--- config.mk ---
export PLATFORM = sky130hd
export DESIGN_NAME = instr_fifo
export DESIGN_NICKNAME = d
export VERILOG_FILES = /design/src/rtl/instr_fifo_pkg.sv /design/src/rtl/fifo_ptr_ctrl.sv /design/src/rtl/instr_fifo.sv
export SDC_FILE = /design/constraint.sdc
export NUM_CORES = 1
export LEC_CHECK = 0
export CORE_ASPECT_RATIO = 0.9
export CORE_MARGIN = 3
export CORE_UTILIZATION = 62
export CTS_BUF_LIST = sky130_fd_sc_hd__clkbuf_2 sky130_fd_sc_hd__clkbuf_4 sky130_fd_sc_hd__clkbuf_8
export CTS_CLUSTER_SIZE = 20
export DETAILED_ROUTE_END_ITERATION = 16
export GPL_ROUTABILITY_DRIVEN = 0
export PLACE_DENSITY = 0.85
export REMOVE_ABC_BUFFERS = 1
export SYNTH_ARGS = -nofsm -noshare
export SYNTH_HDL_FRONTEND = slang
export SYNTH_HIERARCHICAL = 1
export SYNTH_SLANG_ARGS = --single-unit
--- constraint.sdc ---
create_clock -name CLK -period 28.5 [get_ports CLK]
set_input_delay 2.85 -clock CLK [delete_from_list [all_inputs] [get_ports CLK]]
set_output_delay 2.85 -clock CLK [all_outputs]
set_load 0.005 [all_outputs]
--- src/rtl/instr_fifo_pkg.sv ---
// Shared defaults for the fetch->decode instruction queue.
package instr_fifo_pkg;
  localparam int DEPTH_DEF = 8;
  localparam int IW_DEF    = 32;
  localparam int PW_DEF    = 64;
endpackage

--- src/rtl/fifo_ptr_ctrl.sv ---
// Read/write pointers, occupancy count, full/empty and flush for a circular queue.
module fifo_ptr_ctrl
  import instr_fifo_pkg::*;
#(
  parameter int DEPTH = DEPTH_DEF,
  parameter int AW    = 3
) (
  input  logic          clk_i,
  input  logic          rst_i,
  input  logic          flush_i,
  input  logic          push_req_i,
  input  logic          pop_req_i,
  output logic [AW-1:0] rd_ptr_o,
  output logic [AW-1:0] wr_ptr_o,
  output logic [AW:0]   count_o,
  output logic          empty_o,
  output logic          full_o,
  output logic          wr_en_o,
  output logic          overflow_err_o
);
  localparam logic [AW:0] DEPTH_C = (AW+1)'(DEPTH);

  logic [AW-1:0] rd_ptr_q, rd_ptr_d, wr_ptr_q, wr_ptr_d;
  logic [AW:0]   count_q, count_d;
  logic          err_q, err_d;
  logic          at_cap, pop, push;

  assign at_cap = (count_q == DEPTH_C);
  assign pop    = pop_req_i & (count_q != '0);
  // A pop frees the slot in the same cycle, so a push at capacity is still legal then.
  assign push   = push_req_i & (~at_cap | pop);

  always_comb begin
    rd_ptr_d = rd_ptr_q;
    wr_ptr_d = wr_ptr_q;
    count_d  = count_q;
    err_d    = err_q | (push_req_i & at_cap & ~pop);
    if (flush_i) begin
      rd_ptr_d = '0;
      wr_ptr_d = '0;
      count_d  = '0;
    end else begin
      if (push) wr_ptr_d = wr_ptr_q + 1'b1;
      if (pop)  rd_ptr_d = rd_ptr_q + 1'b1;
      count_d = count_q + (AW+1)'(push) - (AW+1)'(pop);
    end
  end

  always_ff @(posedge clk_i or posedge rst_i) begin
    if (rst_i) begin
      rd_ptr_q <= '0;
      wr_ptr_q <= '0;
      count_q  <= '0;
      err_q    <= 1'b0;
    end else begin
      rd_ptr_q <= rd_ptr_d;
      wr_ptr_q <= wr_ptr_d;
      count_q  <= count_d;
      err_q    <= err_d;
    end
  end

  assign rd_ptr_o       = rd_ptr_q;
  assign wr_ptr_o       = wr_ptr_q;
  assign count_o        = count_q;
  assign empty_o        = (count_q == '0);
  // One push may already be in flight from fetch's registered accept.
  assign full_o         = (count_q >= DEPTH_C - 1'b1);
  assign wr_en_o        = push & ~flush_i;
  assign overflow_err_o = err_q;
endmodule

--- src/rtl/instr_fifo.sv ---
// Fetch->decode instruction queue: captures {instr, pc} pairs and presents them
// first-word-fall-through to decode.
module instr_fifo
  import instr_fifo_pkg::*;
#(
  parameter int DEPTH = DEPTH_DEF,
  parameter int AW    = 3,
  parameter int IW    = IW_DEF,
  parameter int PW    = PW_DEF
) (
  input  logic          CLK,
  input  logic          RST,
  input  logic          flush,
  input  logic          fetch_decode_vaild,
  input  logic [IW-1:0] instr,
  input  logic [PW-1:0] pc_in,
  output logic          instrFifo_full,
  output logic          decode_vaild,
  output logic [IW-1:0] decode_instr,
  output logic [PW-1:0] decode_pc,
  input  logic          decode_ready,
  output logic [AW:0]   fifo_count,
  output logic          overflow_err
);
  logic [IW+PW-1:0] mem_q [DEPTH];
  logic [AW-1:0]    rd_ptr, wr_ptr;
  logic             empty, wr_en;

  fifo_ptr_ctrl #(.DEPTH(DEPTH), .AW(AW)) u_ptr (
    .clk_i          (CLK),
    .rst_i          (RST),
    .flush_i        (flush),
    .push_req_i     (fetch_decode_vaild),
    .pop_req_i      (decode_ready),
    .rd_ptr_o       (rd_ptr),
    .wr_ptr_o       (wr_ptr),
    .count_o        (fifo_count),
    .empty_o        (empty),
    .full_o         (instrFifo_full),
    .wr_en_o        (wr_en),
    .overflow_err_o (overflow_err)
  );

  // Storage is cleared only by reset; flush just rewinds the pointers.
  always_ff @(posedge CLK or posedge RST) begin
    if (RST) begin
      for (int i = 0; i < DEPTH; i++) mem_q[i] <= '0;
    end else if (wr_en) begin
      mem_q[wr_ptr] <= {instr, pc_in};
    end
  end

  assign decode_vaild              = ~empty;
  assign {decode_instr, decode_pc} = mem_q[rd_ptr];
endmodule
==> summary.md <==
| Metric | Value |
|---|---|
| RSZ-0062 raised after global routing | `no` |
| Syn Area/Cell | `17.0 µm²` |
| Post-cts sizing count | `0` |
| Largest net degree at the start of global routing | `170` |
| Crit path kind | `flop to primary output` |
| HP Class | `flop to flop` |
| RR Startpoint | `u_ptr/count_o[2]` |
| Initial DRC Count | `1,081` |
| Yosys warns | `6` |
| Final Cycle Share | `25.6%` |
| Sequential share of power | `42.6%` |
| Cells after DPL | `2,892` |
| Lkg Pwr | `0.0182 µW` |
| Post-synth top area share | `55.8%` |
| R2r setup slk | `24.43 ns` |
| Most numerous cell in the Yosys netlist | `mux2_2` |
| Nets | `2,376` |
| WL/cell | `23.8 µm` |
| Residual DRC | `0` |
| Tmin final | `7.31 ns` |
| Critical path peak fanout | `54` |
| Vias in the first global route | `21,100` |
| Layout cells sized above 1 | `53.9%` |
| H-tree Lvls | `3` |
| Max-cap violation count | `0` |
| Drt first pass iters | `6` |
| Critical Path RT | `25.65 ns` |
| Comb pwr share | `31.2%` |
| Root buffer cell | `clkbuf_8` |
| Synth Register Bits | `779` |
| P&R area growth vs syn | `14.7%` |
| Place WS | `21.69 ns` |
| Critical Path End Type | `primary output` |
| # clock sinks | `779` |
| CTS buffer count | `119` |
| Clock transition at the registers of the reported paths | `0.06 ns` |
| Tot GR Track Use | `25.8%` |
| Via count | `19,000` |
| Total Die Area | `59,200 µm²` |
| Sequential share of the synthesized area | `55.8%` |
| Hold WS | `0.474 ns` |
| Remaining antenna violation count | `0` |
| Row count | `81` |
| Internal power | `2780 µW` |
| Startpoint Class | `flop` |
| Final hold vios | `0` |
| Gr ovfl total | `0` |
| Total power | `3800 µW` |
| Cells after Synth | `2,055` |
| Reg2reg end | `mem_q[508]` |
| Wirelength, routed | `74.1 mm` |
| Yosys top cell by area | `dfrtp_1` |
| PortBufs | `203` |
| Post-DR vias/cell | `6.09` |
| CTS max path bufs | `3` |
| Ports | `204` |
| Post CTS Setup Buffer Count | `0` |
| Hold buffer count at CTS | `0` |
| Mapped cell area | `34,900 µm²` |
| Initial antenna violation count | `9` |
| Initial Util | `63.5%` |
| Clk_lat worst skew | `0.73 ns` |
| IR drop worst, VDD | `0.0645 mV` |
| Synth cell count leaders | `825 x mux2_2, 779 x dfrtp_1, 192 x mux4_2, 97 x buf_2, 40 x mux2_1` |
| Sw Ratio | `26.8%` |
| Fmax | `137 MHz` |
| CTS tree | `built` |
| Total negative slack | `0 ns` |
| Critical Path AT | `4.46 ns` |
| Worst Tran Pin Value | `1.09 ns` |
| Detailed placer's ending HPWL | `41.6 mm` |
| Ys async rst share | `100%` |
| Clock share of power | `26.2%` |
| Core Area | `55,000 µm²` |
| EDFF count, synth | `0` |
| Chip height | `231 µm` |
| Final worst setup slack | `21.19 ns` |
| Ys flop type | `dfrtp_1` |
| Psw | `1020 µW` |
| Reg2reg path depth | `9` |
| Pwr/cell area | `94.9 nW/µm²` |
| First-pass GRT wire length | `119 mm` |
| Layout fillers | `3,389` |
| Die X-Extent | `256 µm` |
| Top cells by area, synth | `dfrtp_1 56%, mux2_2 27%, mux4_2 12%, buf_2 1.4%, mux2_1 1.3%` |
| Status | `completed` |
| Worst Skew | `0.0183 ns` |
| Critical path destination | `decode_pc[24]` |
| Slew Limit Fails | `0` |
| Final setup viols | `0` |
| Layout Cells excl Fill | `3,115` |
| Library cells used by synthesis | `36` |
| Slew HR | `27.2%` |
| Critical path launch point | `u_ptr/rd_ptr_o[2]` |
kinds of logic after synthesis:
kind of cell	share of synthesized area [%]
multiplexers	40.3
flip-flops	55.8
buffers and inverters	2.38
AND/OR/NAND/NOR	0.881
AO/OA/AOI/OAI	0.211
adder cells (fa/ha/maj)	0.344
XOR/XNOR	0.0251
per-stage QoR:
step,utilization (%),area (µm²)
2_1_floorplan,-,34100
3_3_place_gp,67.9,37400
3_5_place_dp,67.9,37400
4_1_cts,72.8,40000
5_1_grt,72.8,40100
6_report,72.8,40100
flip-flops by register name, indices dropped and copies added, names as in the netlist:
register and flops:
u_ptr/count_o 4, mem_q 768, u_ptr/wr_ptr_o 3, u_ptr/overflow_err_o 1, u_ptr/rd_ptr_o 3
layout by cell type (no fill, tap or decap), drive strengths merged, types with 3 or more instances in the layout:
cell             n
nand4b           4
nor2b            6
clkbuf         198
diode            8
clkinv          14
inv              7
ha               8
nand3            4
dfrtp          779
mux4           192
clkdlybuf4s50  203
nor3b            3
mux2           865
nand2            3
nand2b           7
buf             31
nor2             8
nor4bb           3
a21oi            4
critical path, stage by stage, from the launching register on:
cell,delay [ns]
dfrtp_4,0.53
buf_4,0.83
buf_4,0.89
mux4_2,0.60
mux2_2,0.34
clkdlybuf4s50_1,0.46
layout make-up:
| cell class | count | area (µm²) | area share, % |
|---|---|---|---|
| diodes | 8 | 20.0 | 0.0500 |
| flip-flops and latches | 779 | 19500 | 48.7 |
| well taps | 747 | 935 | 2.33 |
| multi-input cells | 1126 | 14600 | 36.5 |
| inverters | 6 | 30.0 | 0.0749 |
| clock buffers | 198 | 2560 | 6.40 |
| repair buffers | 234 | 2280 | 5.68 |
| clock inverters | 17 | 97.6 | 0.244 |
per-layer routing:
metal | GRT usage (%) | vias to the layer above | wire (µm)
met5 | 0 | - | 58
met4 | 7.45 | 8 | 1620
met3 | 5.97 | 127 | 3970
met2 | 42.1 | 371 | 36400
met1 | 35.2 | 10300 | 32000
li1 | - | 8182 | -
how the worst min path moves through the flow:
stage | end | cells past startpoint | from
finish | u_ptr/overflow_err_o | 1 | u_ptr/overflow_err_o
CTS | u_ptr/overflow_err_o | 1 | u_ptr/overflow_err_o
floorplan | mem_q[672] | 1 | mem_q[672]
global placement | mem_q[709] | 1 | mem_q[709]
detailed placement | u_ptr/overflow_err_o | 1 | u_ptr/overflow_err_o
global route | u_ptr/overflow_err_o | 1 | u_ptr/overflow_err_o
power groups by stage:
stage	registers, µW	clock network [µW]	logic [µW]
floorplan	1600	0	813
global placement	1610	0	1160
detailed placement	1640	0	1190
CTS	1620	1020	1200
global route	1660	1070	1270
finish	1620	994	1190
Note: power is estimated with default switching activity, not from simulation.
